$ cat src/rtl/prog_loader_pkg.sv
// Shared constants and loader state type for the UART program loader.
// The CSUM state only exists when PROG_LOADER_CHECKSUM_EN is defined.
package prog_loader_pkg;

    localparam int LEN_BYTES      = 2;
    localparam int BYTES_PER_WORD = 4;
    localparam int DATA_BITS      = 8;
    localparam int STOP_BITS      = 1;

    typedef enum logic [2:0] {
        ST_IDLE   = 3'd0,
        ST_LEN_HI = 3'd1,
        ST_LEN_LO = 3'd2,
        ST_DATA   = 3'd3,
`ifdef PROG_LOADER_CHECKSUM_EN
        ST_CSUM   = 3'd4,
`endif
        ST_DONE   = 3'd5,
        ST_ERROR  = 3'd6
    } load_state_t;

endpackage

$ cat src/rtl/prog_loader_uart_rx.sv
// 8N1 UART byte receiver: 2-FF synchronizer, half-bit start validation,
// mid-bit sampling; emits a 1-cycle byte_valid or frame_err per frame.
module uart_rx_byte
    import prog_loader_pkg::*;
#(
    parameter int CLKS_PER_BIT = 868
) (
    input  logic                 clk,
    input  logic                 reset,
    input  logic                 rx,
    output logic                 byte_valid,
    output logic [DATA_BITS-1:0] byte_data,
    output logic                 frame_err
);

    localparam int CNT_W      = $clog2(CLKS_PER_BIT);
    localparam int FRAME_BITS = DATA_BITS + STOP_BITS;

    typedef enum logic [1:0] {RX_IDLE, RX_START, RX_BITS} rx_state_t;

    rx_state_t            rx_state;
    logic                 rx_meta, rx_sync, rx_prev;
    logic [CNT_W-1:0]     tmr;
    logic [3:0]           bit_cnt;
    logic [DATA_BITS-1:0] shreg;

    always_ff @(posedge clk or negedge reset) begin
        if (!reset) begin
            rx_meta    <= 1'b1;
            rx_sync    <= 1'b1;
            rx_prev    <= 1'b1;
            rx_state   <= RX_IDLE;
            tmr        <= '0;
            bit_cnt    <= '0;
            shreg      <= '0;
            byte_valid <= 1'b0;
            byte_data  <= '0;
            frame_err  <= 1'b0;
        end else begin
            rx_meta    <= rx;
            rx_sync    <= rx_meta;
            rx_prev    <= rx_sync;
            byte_valid <= 1'b0;
            frame_err  <= 1'b0;
            case (rx_state)
                RX_IDLE: begin
                    tmr     <= '0;
                    bit_cnt <= '0;
                    if (rx_prev && !rx_sync)
                        rx_state <= RX_START;
                end
                RX_START: begin
                    // a line already back high at mid-start is a glitch
                    if (tmr == CNT_W'(CLKS_PER_BIT/2 - 1)) begin
                        tmr      <= '0;
                        rx_state <= rx_sync ? RX_IDLE : RX_BITS;
                    end else begin
                        tmr <= tmr + 1'b1;
                    end
                end
                RX_BITS: begin
                    if (tmr == CNT_W'(CLKS_PER_BIT - 1)) begin
                        tmr     <= '0;
                        bit_cnt <= bit_cnt + 1'b1;
                        if (bit_cnt == 4'(FRAME_BITS - 1)) begin
                            rx_state <= RX_IDLE;
                            if (rx_sync) begin
                                byte_valid <= 1'b1;
                                byte_data  <= shreg;
                            end else begin
                                frame_err <= 1'b1;
                            end
                        end else if (bit_cnt < 4'(DATA_BITS)) begin
                            shreg <= {rx_sync, shreg[DATA_BITS-1:1]};
                        end
                    end else begin
                        tmr <= tmr + 1'b1;
                    end
                end
                default: rx_state <= RX_IDLE;
            endcase
        end
    end

endmodule

$ cat src/rtl/prog_loader.sv
// UART boot loader: length-prefixed byte stream -> 32-bit instruction writes.
// Define PROG_LOADER_CHECKSUM_EN to require a trailing XOR checksum byte.
module prog_loader
    import prog_loader_pkg::*;
#(
    parameter int CLKS_PER_BIT = 868,
    parameter int ADDR_W       = 14
) (
    input  logic              clk,
    input  logic              reset,
    input  logic              start,
    input  logic              uart_rx,
    output logic              wr_en,
    output logic [ADDR_W-1:0] wr_addr,
    output logic [31:0]       wr_data,
    output logic              busy,
    output logic              done,
    output logic              err,
    output logic              cpu_reset
);

    localparam int LEN_W = 8 * LEN_BYTES;
    localparam int IDX_W = $clog2(BYTES_PER_WORD);

    typedef logic [LEN_W:0] lenx_t;
    localparam lenx_t MAX_LEN = lenx_t'(2**ADDR_W);

    logic                 byte_valid, frame_err;
    logic [DATA_BITS-1:0] byte_data;

    uart_rx_byte #(.CLKS_PER_BIT(CLKS_PER_BIT)) u_rx (
        .clk        (clk),
        .reset      (reset),
        .rx         (uart_rx),
        .byte_valid (byte_valid),
        .byte_data  (byte_data),
        .frame_err  (frame_err)
    );

    load_state_t      state;
    logic [LEN_W-1:0] len, len_next;
    logic [ADDR_W:0]  word_cnt;
    logic [IDX_W-1:0] byte_idx;
    logic [23:0]      word_sh;
`ifdef PROG_LOADER_CHECKSUM_EN
    logic [7:0]       csum;
`endif

    assign len_next = {len[LEN_W-9:0], byte_data};

    always_ff @(posedge clk or negedge reset) begin
        if (!reset) begin
            state     <= ST_IDLE;
            wr_en     <= 1'b0;
            wr_addr   <= '0;
            wr_data   <= '0;
            busy      <= 1'b0;
            done      <= 1'b0;
            err       <= 1'b0;
            cpu_reset <= 1'b0;
            len       <= '0;
            word_cnt  <= '0;
            byte_idx  <= '0;
            word_sh   <= '0;
`ifdef PROG_LOADER_CHECKSUM_EN
            csum      <= '0;
`endif
        end else begin
            wr_en <= 1'b0;
            // busy is high exactly in the receiving states
            if (busy && frame_err) begin
                state     <= ST_ERROR;
                busy      <= 1'b0;
                err       <= 1'b1;
                cpu_reset <= 1'b0;
            end else begin
                case (state)
                    ST_IDLE, ST_DONE, ST_ERROR: begin
                        if (start) begin
                            state     <= ST_LEN_HI;
                            busy      <= 1'b1;
                            done      <= 1'b0;
                            err       <= 1'b0;
                            cpu_reset <= 1'b0;
                            word_cnt  <= '0;
                            byte_idx  <= '0;
`ifdef PROG_LOADER_CHECKSUM_EN
                            csum      <= '0;
`endif
                        end else begin
                            cpu_reset <= (state != ST_ERROR);
                        end
                    end
                    ST_LEN_HI: begin
                        if (byte_valid) begin
                            len   <= len_next;
                            state <= ST_LEN_LO;
                        end
                    end
                    ST_LEN_LO: begin
                        if (byte_valid) begin
                            len <= len_next;
                            if (len_next == '0) begin
                                state     <= ST_DONE;
                                busy      <= 1'b0;
                                done      <= 1'b1;
                                cpu_reset <= 1'b1;
                            end else if (lenx_t'(len_next) > MAX_LEN) begin
                                state <= ST_ERROR;
                                busy  <= 1'b0;
                                err   <= 1'b1;
                            end else begin
                                state <= ST_DATA;
                            end
                        end
                    end
                    ST_DATA: begin
                        if (byte_valid) begin
`ifdef PROG_LOADER_CHECKSUM_EN
                            csum <= csum ^ byte_data;
`endif
                            word_sh  <= {word_sh[15:0], byte_data};
                            byte_idx <= byte_idx + 1'b1;
                            if (byte_idx == IDX_W'(BYTES_PER_WORD - 1)) begin
                                wr_en    <= 1'b1;
                                wr_addr  <= word_cnt[ADDR_W-1:0];
                                wr_data  <= {word_sh, byte_data};
                                word_cnt <= word_cnt + 1'b1;
                                if (lenx_t'(word_cnt) + lenx_t'(1) == lenx_t'(len)) begin
`ifdef PROG_LOADER_CHECKSUM_EN
                                    state <= ST_CSUM;
`else
                                    state     <= ST_DONE;
                                    busy      <= 1'b0;
                                    done      <= 1'b1;
                                    cpu_reset <= 1'b1;
`endif
                                end
                            end
                        end
                    end
`ifdef PROG_LOADER_CHECKSUM_EN
                    ST_CSUM: begin
                        if (byte_valid) begin
                            busy <= 1'b0;
                            if (byte_data == csum) begin
                                state     <= ST_DONE;
                                done      <= 1'b1;
                                cpu_reset <= 1'b1;
                            end else begin
                                state <= ST_ERROR;
                                err   <= 1'b1;
                            end
                        end
                    end
`endif
                    default: state <= ST_IDLE;
                endcase
            end
        end
    end

endmodule

$ cat config.mk
export PLATFORM = sky130hd
export DESIGN_NAME = prog_loader
export DESIGN_NICKNAME = d
export VERILOG_FILES = /design/src/rtl/prog_loader_pkg.sv /design/src/rtl/prog_loader_uart_rx.sv /design/src/rtl/prog_loader.sv
export SDC_FILE = /design/constraint.sdc
export NUM_CORES = 1
export LEC_CHECK = 0
export ABC_AREA = 1
export ABC_CLOCK_PERIOD_IN_PS = 5950
export BUFFER_PORTS_ARGS = -buffer_cell sky130_fd_sc_hd__buf_4
export CAP_MARGIN = 20
export CORE_MARGIN = 5
export CORE_UTILIZATION = 55
export DETAILED_ROUTE_END_ITERATION = 6
export PLACE_DENSITY = 0.74
export SYNTH_ARGS = -nofsm -noshare
export SYNTH_HDL_FRONTEND = slang
export SYNTH_SLANG_ARGS = --single-unit
$ cat constraint.sdc
create_clock -name clk -period 5.95 [get_ports clk]
set_input_delay 0.2975 -clock clk [delete_from_list [all_inputs] [get_ports clk]]
set_output_delay 0.2975 -clock clk [all_outputs]
set_load 0.01 [all_outputs]
* Word level (Yosys, flattened, before mapping)
Index checks and enable logic that the tools add are counted.
Storage, ports and cells: output and inout port bits 51, register bits after elaboration 148
Cells by class: order comparisons 2, mux-type cells 64, eq/ne operators 33, $add $sub $neg 5, bitwise logic cells 2, reductions and logical operators 28
Operators by type and width (number):
- $mux W15 | 3
- $mux W1 | 32
- $pmux W10 S3 | 1
- $pmux W15 S2 | 1
- $mux W3 | 9
- $ne A3 B3 Y1 const B | 7
- $mux W10 | 2
- $reduce_and A4 Y1 | 5
- $add A15 B1 Y16 const B | 1
- $eq A16 B16 Y1 | 1
- $gt A16 B15 Y1 const B | 1
- $logic_not A16 Y1 | 1
- $add A15 B1 Y15 const B | 1
- $mux W2 | 7
- $ne A2 B1 Y1 const B | 6
- $pmux W3 S4 | 1
- $reduce_and A6 Y1 | 2
- $add A10 B1 Y10 const B | 1
- $eq A10 B10 Y1 const B | 1
- $eq A10 B9 Y1 const B | 1
- $reduce_and A5 Y1 | 2
- $ne A3 B2 Y1 const B | 3
- $pmux W1 S3 | 3
- $reduce_bool A3 Y1 | 3
- 29 further kinds | 39

* Depth between registers and ports, before layout
word-level depth 7, mapped depth 16, depth with buffers taken out 16

* Modules after synthesis
A second synthesis with hierarchy kept.
Unflattened totals: cell total of the unflattened synthesis 828, area, all modules 7066.8 um2
By module, submodules not included:
- prog_loader | seq. area each 2777.7 um2, cells an instance 625, area each 5215.0 um2, times used 1
- uart_rx_byte | seq. area each 929.6 um2, cells an instance 203, area each 1851.8 um2, times used 1

* Worst setup path before layout
OpenSTA, ideal clock, no wires.
kind flip-flop to flip-flop, from register word_cnt[0], to register state[2], arrival time 1.761 ns, stages on the path, launching flop included 17, setup time 0.117 ns, clock period less this slack 1.878 ns, path slack 4.072 ns, cell sequence dfrtp_1 > ha_1 > nand2_1 > nor2_2 > nand2_1 > nand2_1 > nand2_1 > nand2_1 > nand2_1 > nor2_1 > nand2_1 > nor2_1 > nand3_1 > nand2_1 > nand3_1 > nand2_1 > nand2_1
On the way: word-level cells in the longest chain between the ends 4
RTL lines:
- start, declared | RTL line prog_loader.sv:42 | logic [ADDR_W:0] word_cnt;
- start signal, assigned | RTL line prog_loader.sv:128 | word_cnt <= word_cnt + 1'b1;
- $add A15 B1 Y16 | RTL line prog_loader.sv:129 | if (lenx_t'(word_cnt) + lenx_t'(1) == lenx_t'(len)) begin
- $eq A16 B16 Y1 | RTL line prog_loader.sv:129
- $ne A3 B3 Y1 (no source line)
- $reduce_and A6 Y1 (no source line)
- end signal, assigned | RTL line prog_loader.sv:113 | state <= ST_DATA;
- end signal, assigned | RTL line prog_loader.sv:133 | state <= ST_DONE;
- end signal, assigned | RTL line prog_loader.sv:157 | default: state <= ST_IDLE;
- end, declared | RTL line prog_loader.sv:40 | load_state_t state;
No other way between the ends. A chain may end at the register's enable or synchronous reset.

* Worst setup path in the final report
from register state[0], to register wr_addr[2]
On the way: word-level cells in the longest chain between the ends 2
RTL lines:
- start signal, assigned | RTL line prog_loader.sv:53 | state <= ST_IDLE;
- start signal, assigned | RTL line prog_loader.sv:72 | state <= ST_ERROR;
- start signal, assigned | RTL line prog_loader.sv:80 | state <= ST_LEN_HI;
- $eq A3 B2 Y1 | RTL line prog_loader.sv:77 | case (state)
- $reduce_and A4 Y1 (no source line)
- end signal, assigned | RTL line prog_loader.sv:126 | wr_addr <= word_cnt[ADDR_W-1:0];
- end, declared | RTL line prog_loader.sv:14 | output logic [ADDR_W-1:0] wr_addr,
No other way between the ends.

==> flow_metrics.env <==
export IMPL_status="finished with violations"
export IMPL_violations="design-rule violations"
export IMPL_wl_per_cell_um=14.1
export IMPL_vias=5374
export IMPL_async_flop_share_pct=100
export IMPL_netlist_area_um2=6670
export IMPL_rsz0062_at_grt="false"
export IMPL_cts_num_sinks=148
export IMPL_ys_types=41
export IMPL_die_w_um=120
export IMPL_antenna_found_initial=0
export IMPL_grt_max_degree=95
export IMPL_tightest_slew_ps=1020
export IMPL_post_place_cells=965
export IMPL_clkLatencyLatePin_ps=420
export IMPL_grtUsageTotal_pct=20.8
export IMPL_cap_violations=0
export IMPL_grt_pass1_vias=5240
export IMPL_period_minus_slack_ps=2610
export IMPL_floorplan_initialDensity_pct=55.8
export IMPL_cts_buffers_inserted=17
export IMPL_syn_num_nets=797
export IMPL_clock_tree_root_cell="clkbuf_16"
export IMPL_synth_ff_type="dfrtp_1"
export IMPL_core_um2=12000
export IMPL_rows=40
export IMPL_synth_most_common_cell="nand2_1"
export IMPL_final_hold_violation_count=0
export IMPL_path_max_fanout=94
export IMPL_synth_top_cell_area_share_pct=54.4
export IMPL_num_fill_cells=987
export IMPL_peakVddDrop_v=0.000195
export IMPL_grt_use_met2_pct=34.5
export IMPL_arrival_ps=2870
export IMPL_synth_seq_cells=148
export IMPL_totalWireLength_mm=14.1
export IMPL_synth_largest_area_cell="dfrtp_1"
export IMPL_yosysSeqAreaShare_pct=55.5
export IMPL_leakage_nw=3.71
export IMPL_tns_ps=0
export IMPL_setup_ws_ps=3340
export IMPL_end_kind="flip-flop"
export IMPL_pin_count=55
export IMPL_gp_congestion=0.981
export IMPL_ys_warn_count=0
export IMPL_pwr_density_cell_nw_per_um2=353
export IMPL_drc=4
export IMPL_max_slew_margin_pct=32.0
export IMPL_synth_area_leaders="dfrtp_1, nand2_1, o21ai_0"
export IMPL_hp_class="in -> reg"
export IMPL_grt_use_met1_pct=26.4
export IMPL_ys_top_cells_by_count="nand2_1, dfrtp_1, inv_1"
export IMPL_min_period_over_period_pct=43.8
export IMPL_overflow=0
export IMPL_drt_iter0_markers=432
export IMPL_nets=853
export IMPL_setup_violations=0
export IMPL_clk_pin_slew_ps=60
export IMPL_dp_slack_ps=3420
export IMPL_cts_repair_resized=0
export IMPL_syn_to_final_growth_pct=16.5
export IMPL_synth_edf_count=0
export IMPL_vias_per_cell=5.38
export IMPL_cts_tree="done"
export IMPL_antenna_left=0
export IMPL_port_buffers=54
export IMPL_worst_setup_path_type="reg -> reg"
export IMPL_p_total_mw=2.75
export IMPL_cts_buffer_depth=2
export IMPL_drive_gt1_share_pct=12.0
export IMPL_dp_hpwl_mm=9.82
export IMPL_syn_area_per_cell_um2=8.52
export IMPL_final_max_slew_viol_count=0
export IMPL_fmax_mhz=384
export IMPL_first_pass_iters=7
export IMPL_die_h_um=120
export IMPL_critPathRequiredTime_ps=6210
export IMPL_met3_usage_pct=4.76
export IMPL_netlist_instances=783
export IMPL_stdcell_area_um2=7780
export IMPL_die_area_um2=14400
export IMPL_start_kind="flip-flop"
export IMPL_dpl_cell_area_um2=7170
export IMPL_grt_busiest_layer="met2"
export IMPL_clock_skew_ps=11.4
export IMPL_cts_max_level=4
export IMPL_antenna_cells=0
export IMPL_fin_cells=999
export IMPL_grt_pass1_wl_mm=24.3
export IMPL_cts_setup_buffers=0
==> final timing paths <==
path | depth (start not counted) | start | slack [ps] | to
setup / recovery | 10 | state[0] | 3340 | wr_addr[2]
hold / removal | 6 | start | 270 | cpu_reset
setup reg to reg | 10 | state[0] | 3340 | wr_addr[2]
hold reg to reg | 0 | u_rx.rx_meta | 360 | u_rx.rx_sync
max in group asynchronous | 3 | reset | 4210 | word_cnt[13]
min in group asynchronous | 2 | reset | 500 | wr_data[18]
==> stage by stage <==
stage | utilization, % | hold WS [ps]
5_1_grt | 65.0 | 300
3_3_place_gp | 59.9 | 347
2_1_floorplan | - | 1.91
3_5_place_dp | 59.9 | 348
6_report | 65.0 | 273
4_1_cts | 65.0 | 255
==> worst max-delay path, cell delays in order (launching register included) <==
cell	delay (ps)
dfrtp_1	420
o21ai_0	220
inv_1	100
a31oi_2	240
inv_1	100
o21ai_2	160
or2_4	190
nor2_8	70
nand2_2	70
buf_4	660
o21ai_0	180
==> layer usage <==
layer | vias up | share of wire (%)
met3 | 32 | 4.2
met5 | - | 0
met2 | 140 | 48
met4 | 0 | 2.0
li1 | 2656 | -
met1 | 2546 | 46
==> registers in the layout, summed over array words and instances, names as in the netlist <==
signal	count
u_rx.rx_sync	1
err	1
busy	1
word_sh	24
u_rx.shreg	8
len	16
u_rx.byte_valid	1
u_rx.bit_cnt	4
u_rx.byte_data	8
u_rx.rx_prev	1
u_rx.frame_err	1
wr_addr	14
byte_idx	2
u_rx.tmr	10
u_rx.rx_state	2
wr_data	32
cpu_reset	1
u_rx.rx_meta	1
wr_en	1
word_cnt	15
done	1
state	3
==> layout make-up <==
cell class	instances	area, um2	area share, %
Tap cell	147	184	2.36
Sequential cell	148	3710	47.7
Multi-Input combinational cell	523	2510	32.3
Clock inverter	12	151	1.95
Timing Repair Buffer	59	452	5.81
Inverter	90	338	4.34
Clock buffer	20	437	5.61
==> placed cells by master, fill, tap and decap left out, drive strengths merged, types with 14 or more instances in the layout <==
cell / instances
inv: 93
nor2: 52
dfrtp: 145
o21ai: 110
clkbuf: 20
buf: 57
nand3: 36
nand4: 16
nand2: 245
o22ai: 14
==> power breakdown <==
group	switching, mW	internal, mW
Combinational	0.366	0.194
Sequential	0.0478	1.07
Clock	0.410	0.660
==> what timing repair did <==
| action | 4_1_cts | 5_1_grt |
|---|---|---|
| endpoints found under the setup margin | 0 | 0 |
| hold endpoints to repair | 85 | 0 |
| hold buffers | 2 | 0 |
==> kinds of logic (layout without fill, tap and decap cells) <==
| family | count (synthesis) | after routing | synth area share, % |
|---|---|---|---|
| buf+inv | 112 | 181 | 6.86 |
| compound gates | 141 | 141 | 11.5 |
| xor+xnor | 7 | 7 | 1.14 |
| simple gates | 365 | 365 | 23.0 |
| fa+ha+maj | 10 | 10 | 1.87 |
| flops | 148 | 148 | 55.5 |
(Power assumes the default switching activity.)
